==> src/rtl/rr_mux_arbiter.sv <==
// Round-robin N:1 mux arbiter with valid/ready handshakes, locked bursts and
// a single registered output slot.
module rr_mux_arbiter #(
  parameter int N  = 4,
  parameter int W  = 8,
  parameter int IW = 2
) (
  input  logic            clk,
  input  logic            rst_n,
  input  logic [N-1:0]    req_valid,
  input  logic [N-1:0]    req_lock,
  input  logic [N*W-1:0]  req_data,
  output logic [N-1:0]    req_ready,
  output logic            out_valid,
  output logic [W-1:0]    out_data,
  output logic [IW-1:0]   out_id,
  input  logic            out_ready,
  output logic [IW-1:0]   grant_id,
  output logic            locked
);

  generate
    if (N < 2 || N > 16 || IW < $clog2(N)) begin : g_bad_cfg
      $error("rr_mux_arbiter: invalid N/IW configuration");
    end
  endgenerate

  localparam int unsigned NU = N;

  typedef enum logic {UNLOCKED = 1'b0, LOCKED = 1'b1} state_t;

  state_t          state, state_n;
  logic [IW-1:0]   ptr, ptr_n;
  logic [IW-1:0]   lock_id, lock_id_n;
  logic [IW-1:0]   grant_q;
  logic [IW-1:0]   win_idx;
  logic            win_found;
  logic            slot_free;
  logic            xfer;
  logic [W-1:0]    sel_data;
  int unsigned     scan_idx;

  // Winner search: locked state only considers lock_id; otherwise scan from ptr with wrap.
  always_comb begin
    win_found = 1'b0;
    win_idx   = '0;
    scan_idx  = 0;
    if (state == LOCKED) begin
      win_idx   = lock_id;
      win_found = req_valid[lock_id];
    end else begin
      for (int unsigned k = 0; k < NU; k++) begin
        scan_idx = (32'(ptr) + k) % NU;
        if (!win_found && req_valid[scan_idx]) begin
          win_found = 1'b1;
          win_idx   = IW'(scan_idx);
        end
      end
    end
  end

  assign grant_id  = win_found ? win_idx : grant_q;
  assign slot_free = !out_valid || out_ready;
  assign xfer      = rst_n && slot_free && win_found;
  assign locked    = (state == LOCKED);
  assign sel_data  = req_data[int'(grant_id)*W +: W];

  always_comb begin
    req_ready = '0;
    if (xfer) req_ready[win_idx] = 1'b1;
  end

  always_comb begin
    state_n   = state;
    ptr_n     = ptr;
    lock_id_n = lock_id;
    if (xfer) begin
      if (req_lock[win_idx]) begin
        state_n   = LOCKED;
        lock_id_n = win_idx;
      end else begin
        state_n = UNLOCKED;
        ptr_n   = IW'((32'(win_idx) + 1) % NU);
      end
    end
  end

  always_ff @(posedge clk or negedge rst_n) begin
    if (!rst_n) begin
      state   <= UNLOCKED;
      ptr     <= '0;
      lock_id <= '0;
      grant_q <= '0;
    end else begin
      state   <= state_n;
      ptr     <= ptr_n;
      lock_id <= lock_id_n;
      grant_q <= grant_id;
    end
  end

  always_ff @(posedge clk or negedge rst_n) begin
    if (!rst_n) begin
      out_valid <= 1'b0;
      out_data  <= '0;
      out_id    <= '0;
    end else if (xfer) begin
      out_valid <= 1'b1;
      out_data  <= sel_data;
      out_id    <= win_idx;
    end else if (out_valid && out_ready) begin
      out_valid <= 1'b0;
    end
  end

endmodule

==> config.mk <==
export PLATFORM = sky130hd
export DESIGN_NAME = rr_mux_arbiter
export DESIGN_NICKNAME = d
export VERILOG_FILES = /design/src/rtl/rr_mux_arbiter.sv
export SDC_FILE = /design/constraint.sdc
export NUM_CORES = 1
export LEC_CHECK = 0
export ABC_CLOCK_PERIOD_IN_PS = 2440
export CAP_MARGIN = 20
export CORE_UTILIZATION = 44
export CTS_BUF_LIST = sky130_fd_sc_hd__clkbuf_4 sky130_fd_sc_hd__clkbuf_8
export DETAILED_ROUTE_END_ITERATION = 7
export GPL_TIMING_DRIVEN = 0
export PLACE_DENSITY = 0.83
export SLEW_MARGIN = 20
export SYNTH_ARGS = -nofsm -noshare
export SYNTH_HDL_FRONTEND = slang
export SYNTH_SLANG_ARGS = --single-unit
==> constraint.sdc <==
create_clock -name clk -period 2.44 [get_ports clk]
set_input_delay 0.244 -clock clk [delete_from_list [all_inputs] [get_ports clk]]
set_output_delay 0.244 -clock clk [all_outputs]
set_load 0.05 [all_outputs]
==> impl_metrics.env, run 1 <==
export IMPL_yosys_top_cells_area="dfrtp_1, a221oi_2, and3_1"
export IMPL_ff2ff_path_depth=9
export IMPL_tightest_slew_ns=0.865
export IMPL_cp_cell_sequence="buf_4, nand2_1, a21oi_1, nand2_1, nand3_4, buf_6, inv_1, buf_2"
export IMPL_leakagePower_nw=0.952
export IMPL_cp_max_fo=10
export IMPL_r2r_start="ptr[1]"
export IMPL_routed_via_density=5.68
export IMPL_clock_sinks=18
export IMPL_slew_headroom_pct=42.3
export IMPL_synthArstFlopShare_pct=100
export IMPL_die_width_um=59.0
export IMPL_path_clk_slew_ns=0.10
export IMPL_start_kind="register"
export IMPL_synth_seq_cells=18
export IMPL_port_buffers=60
export IMPL_synth_compound_area_share_pct=29.3
export IMPL_drive_gt1_share_pct=19.9
export IMPL_yosys_area_share_simple_pct=23.0
export IMPL_clk_latency_ns=0.29
export IMPL_overflow=0
export IMPL_row_count=20
export IMPL_avgSynthCellArea_um2=9.39
export IMPL_core_area_um2=3080
export IMPL_dp_hpwl_um=3030
export IMPL_postRouteAntennaNets=0
export IMPL_grt_pass1_wl_um=6400
export IMPL_start_util_pct=46.4
export IMPL_peakVddDrop_uv=702
export IMPL_cp_arrival_ns=2.09
export IMPL_die_area_um2=3480
export IMPL_final_min_clock_period_ns=2.33
export IMPL_setup_viol=0
export IMPL_fmax_mhz=429
export IMPL_nets=269
export IMPL_maxCapViolations=0
export IMPL_synthAdderAreaFrac_pct=3.51
export IMPL_multi_input_area_um2=910
export IMPL_syn2layout_area_growth_pct=52.8
export IMPL_critPathMostFrequentCell="nand2_1"
export IMPL_yosysWarnings=0
export IMPL_clockBufferDepth=2
export IMPL_diodes=0
export IMPL_die_y_um=59.0
export IMPL_synth_top_family_by_area="compound AO/OA/AOI/OAI gates"
export IMPL_numCtsBuffers=3
export IMPL_ys_flop_type="dfrtp_1"
export IMPL_synth_area_leader_cell="dfrtp_1"
export IMPL_vias=1505
export IMPL_yosys_area_top_type_share_pct=31.6
export IMPL_h_tree_depth=1
export IMPL_drc=0
export IMPL_fillers=243
export IMPL_synth_mux_area_fraction_pct=5.52
export IMPL_cts_tree="done"
export IMPL_syn_area_um2=1430
export IMPL_first_pass_iters=4
export IMPL_cp_end_kind="output port"
export IMPL_finClkSkew_ns=0.00407
export IMPL_drtIter0Drc=71
export IMPL_crit_type="reg2out"
export IMPL_slew_violations=0
export IMPL_synthCells=152
export IMPL_rrSetupSlack_ns=0.19
export IMPL_avgRoutedWirePerCell_um=14.9
export IMPL_synth_edf_count=0
export IMPL_synth_xor_area_share_pct=0
export IMPL_fin_tns_setup_ns=0
export IMPL_slowest_delay_ns=0.42
export IMPL_critical_path_required_ns=2.20
export IMPL_syn_nets=199
export IMPL_seq_area_frac_synth_pct=31.6
export IMPL_crit_slowest_cell="dfrtp_1"
export IMPL_ios=61
export IMPL_period_share_pct=95.6
export IMPL_path_buf_inv=4
export IMPL_final_hold_viol_count=0
export IMPL_synth_common_cells="dfrtp_1, nand2_1, and3_1, a221oi_1, inv_1"
export IMPL_p_per_area_nw_per_um2=1360
export IMPL_rr_endpoint="ptr[1]"
export IMPL_post_synth_top_count_cell="dfrtp_1"
export IMPL_clockRootBuffer="clkbuf_4"
export IMPL_outcome="finished clean"
export IMPL_grt_use_total_pct=24.5
export IMPL_antenna_found_initial=0
export IMPL_routabilityCongestion=0.817
export IMPL_ys_types=45
export IMPL_routed_wl_um=3950
export IMPL_grt_max_degree=21
export IMPL_grt_pass1_vias=1463
export IMPL_critPathTopFamily="buffers and inverters"
export IMPL_rsz0062_at_grt="yes"
export IMPL_regArea_um2=450
export IMPL_hp_class="in2async"
export IMPL_final_util_pct=70.9
-- kinds of logic (layout without fill, tap and decap cells) --
| kind of cell | count (synthesis) | after routing |
|---|---|---|
| AOI/OAI and AO/OA | 46 | 46 |
| adders and majority gates | 4 | 4 |
| buffers and inverters | 20 | 89 |
| DFF | 18 | 18 |
| muxes | 7 | 7 |
| and+or+nand+nor | 57 | 57 |
-- per-layer routing --
metal,up-vias,share of wire [%],global-route usage [%]
li1,716,-,-
met1,704,39,30.2
met2,72,52,42.0
met3,13,5.9,2.64
met4,0,2.8,12.6
met5,-,0,0
-- flip-flops by register name, indices dropped and copies added, names as in the netlist --
signal and cells:
out_data 8, grant_q 2, out_valid 1, out_id 2, locked 1, ptr 2, lock_id 2
-- worst max-delay path by stage --
stage / slack (ns) / cells past startpoint / endpoint / start
after CTS: 0.03 / 9 / req_ready[0] / ptr[1]
after global placement: -0.76 / 5 / req_ready[2] / rst_n
after floorplan: 0.09 / 5 / req_ready[2] / locked
final: 0.11 / 8 / grant_id[1] / locked
after detailed placement: -0.85 / 5 / req_ready[2] / rst_n
after global routing: -0.02 / 8 / grant_id[1] / locked
-- cells in the final DEF (no fill, tap or decap), drive strengths merged --
cell type,instances
a2111o,1
a211o,1
a211oi,1
a21boi,1
a21o,1
a21oi,5
a221oi,16
a32o,1
and3,17
buf,16
clkbuf,8
clkdlybuf4s50,49
clkinv,1
dfrtp,18
dlygate4sd2,4
dlymetal6s2s,1
ha,4
inv,10
mux2,4
mux2i,3
nand2,17
nand2b,4
nand3,2
nand3b,1
nand4,3
nand4b,1
nor2,6
nor2b,2
nor3,1
nor4,1
o211ai,3
o21ai,6
o2bb2ai,1
o31ai,9
or2,1
or2b,1
-- cell type report --
type,instances,share of cell area (%)
repair buffers,65,28.5
multi-input cells,114,41.7
inverters,11,2.12
plain buffers,9,2.87
clock buffers,4,1.66
flip-flops and latches,18,20.6
well taps,44,2.52
-- power by group --
group	total [mW]	internal, mW	leakage, nW	switching [mW]
Clock	0.181	0.0910	0.0210	0.0897
Sequential	0.557	0.444	0.218	0.113
Combinational	2.23	0.864	0.712	1.37
Total	2.97	1.40	0.952	1.57
-- repair_timing --
item,4_1_cts,5_1_grt
hold buffers,0,0
endpoints found under the setup margin,6,5
pin swaps,4,3
gates resized for setup,42,5
setup buffers,3,2
-- stage by stage --
step           power [mW]  worst slack, ns  cells  hold WS (ns)  cell area, um2
2_1_floorplan        2.11           0.0942    152       -0.0516            1430
3_3_place_gp         2.65           -0.762    256         0.464            2090
3_5_place_dp         2.72           -0.846    256         0.474            2090
4_1_cts              2.93           0.0328    263         0.189            2150
5_1_grt              3.16          -0.0173    265         0.239            2180
6_report             2.97            0.106    265         0.164            2180
Note: power is estimated with default switching activity, not from simulation.
==> run 2: changes to the inputs <==
--- a/config.mk
+++ b/config.mk
@@ -5,13 +5,13 @@
 export SDC_FILE = /design/constraint.sdc
 export NUM_CORES = 1
 export LEC_CHECK = 0
-export ABC_CLOCK_PERIOD_IN_PS = 2440
 export CAP_MARGIN = 20
 export CORE_UTILIZATION = 44
 export CTS_BUF_LIST = sky130_fd_sc_hd__clkbuf_4 sky130_fd_sc_hd__clkbuf_8
 export DETAILED_ROUTE_END_ITERATION = 7
 export GPL_TIMING_DRIVEN = 0
 export PLACE_DENSITY = 0.83
+export SETUP_SLACK_MARGIN = 0.2
 export SLEW_MARGIN = 20
 export SYNTH_ARGS = -nofsm -noshare
 export SYNTH_HDL_FRONTEND = slang
==> run 2 against run 1 <==
Largest cell class unchanged. Final area rose by 8.3%. Routed wire length rose by 13%. Worst setup slack improved by 0.10 ns. Critical endpoint is now req_ready[1]. Cell count rose by 6.4%. First-iteration DRC count rose by 28%. Critical path depth rose by 1. Clock-buffer cell count did not move.
==> impl_metrics.env, run 2 (synthesis results as in run 1) <==
export IMPL_first_pass_iters=4
export IMPL_grt_use_total_pct=25.4
export IMPL_fmax_mhz=448
export IMPL_dp_hpwl_um=3030
export IMPL_start_util_pct=46.4
export IMPL_layout_common_cells="clkdlybuf4s50_1, buf_4, dfrtp_1, nand2_1, and3_1"
export IMPL_rsz0062_at_grt="yes"
export IMPL_nets=286
export IMPL_crit_type="reg2out"
export IMPL_cp_arrival_ns=1.99
export IMPL_fillers=221
export IMPL_clock_sinks=18
export IMPL_hp_class="in2async"
export IMPL_critical_path_required_ns=2.20
export IMPL_path_clk_slew_ns=0.10
export IMPL_final_hold_viol_count=0
export IMPL_vias=1574
export IMPL_rrSetupSlack_ns=0.30
export IMPL_ff2ff_path_depth=9
export IMPL_overflow=0
export IMPL_grt_max_degree=21
export IMPL_rr_endpoint="ptr[1]"
export IMPL_slew_violations=0
export IMPL_maxCapViolations=0
export IMPL_antenna_found_initial=0
export IMPL_ios=61
export IMPL_drc=0
export IMPL_h_tree_depth=1
export IMPL_period_share_pct=91.6
export IMPL_leakagePower_nw=1.03
export IMPL_outcome="finished clean"
export IMPL_cts_tree="done"
export IMPL_avgRoutedWirePerCell_um=15.9
export IMPL_die_y_um=59.0
export IMPL_dp_cells=256
export IMPL_clk_latency_ns=0.29
export IMPL_slew_headroom_pct=41.4
export IMPL_routed_via_density=5.58
export IMPL_postRouteAntennaNets=0
export IMPL_grt_pass1_vias=1504
export IMPL_final_min_clock_period_ns=2.23
export IMPL_clockRootBuffer="clkbuf_4"
export IMPL_die_width_um=59.0
export IMPL_numCtsBuffers=3
export IMPL_drtIter0Drc=91
export IMPL_row_count=20
export IMPL_clockBufferDepth=2
export IMPL_cp_max_fo=6
export IMPL_r2r_start="ptr[1]"
export IMPL_largest_register="out_data"
export IMPL_routed_wl_um=4470
export IMPL_peakVddDrop_uv=755
export IMPL_hold_slack_ns=0.168
export IMPL_setup_viol=0
export IMPL_routabilityCongestion=0.817
export IMPL_tightest_slew_ns=0.879
export IMPL_diodes=0
export IMPL_core_area_um2=3080
export IMPL_fin_cells=282
export IMPL_ctsHoldBuffers=0
export IMPL_p_per_area_nw_per_um2=1400
export IMPL_syn2layout_area_growth_pct=65.5
export IMPL_start_kind="register"
export IMPL_die_area_um2=3480
export IMPL_cp_end_kind="output port"
export IMPL_largest_reg_flops=8
export IMPL_port_buffers=60
export IMPL_final_common_cell="clkdlybuf4s50_1"
export IMPL_drive_gt1_share_pct=29.4
export IMPL_final_util_pct=76.7
export IMPL_finClkSkew_ns=0.00200
export IMPL_grt_pass1_wl_um=6580
[run 2: changes by cell type in the layout (fill, tap and decap cells not counted), moves of 2 or more]
cell    previous run  this run
buf_8              0         2
nor2_2             2         5
inv_1              9         7
nor2_1             4         1
buf_6              3         6
inv_2              1         3
buf_4             11        25
[run 2: layer usage]
| layer | vias to the layer above | wire length, um | track usage (%) | share of wire [%] |
|---|---|---|---|---|
| li1 | 750 | - | - | - |
| met1 | 742 | 1830 | 30.9 | 41 |
| met2 | 68 | 2300 | 44.8 | 51 |
| met3 | 14 | 202 | 2.42 | 4.5 |
| met4 | 0 | 144 | 12.2 | 3.2 |
| met5 | - | 0 | 0 | 0 |
[run 2: worst max-delay path, cell delays in order, from the launching register on]
cell and delay, ns:
dfrtp_1 0.40, buf_8 0.14, a21boi_2 0.13, o2bb2ai_2 0.09
o31ai_4 0.32, buf_4 0.18, ha_1 0.14, inv_1 0.04
nor2_2 0.08, buf_6 0.16
[run 2: power breakdown]
part	internal, mW	leakage, nW	switching, mW
sequential	0.445	0.217	0.117
combinational	1.08	0.792	1.48
clock	0.0910	0.0210	0.0917
[run 2: worst max-delay path by stage]
stage / slack [ns] / cells after the start / end / from
finish: 0.21 / 9 / req_ready[1] / ptr[1]
global route: 0.13 / 9 / req_ready[1] / ptr[1]
CTS: 0.17 / 9 / req_ready[3] / ptr[1]
detailed placement: -0.85 / 5 / req_ready[2] / rst_n
global placement: -0.76 / 5 / req_ready[2] / rst_n
floorplan: 0.09 / 5 / req_ready[2] / locked
[run 2: layout make-up]
| class | instances | area (um2) | share of cell area [%] |
|---|---|---|---|
| multi-input cells | 114 | 936 | 39.6 |
| clock buffers | 4 | 36.3 | 1.54 |
| plain buffers | 9 | 76.3 | 3.23 |
| well taps | 44 | 55.1 | 2.33 |
| inverters | 11 | 46.3 | 1.96 |
| repair buffers | 82 | 761 | 32.2 |
| flip-flops and latches | 18 | 452 | 19.1 |
[run 2: stage by stage]
step	setup WS (ns)	TNS, ns	total power [mW]	cell area, um2
after detailed placement	-0.846	-5.43	2.72	2090
final	0.206	0	3.31	2360
after global routing	0.128	0	3.49	2360
after floorplan	0.0942	0	2.11	1430
after global placement	-0.762	-4.44	2.65	2090
after CTS	0.174	0	3.09	2240
[run 2: timing repair]
item / CTS / global route
setup buffers: 10 / 12
pin swaps: 9 / 7
endpoints found under the setup margin: 10 / 8
gates resized for setup: 56 / 10
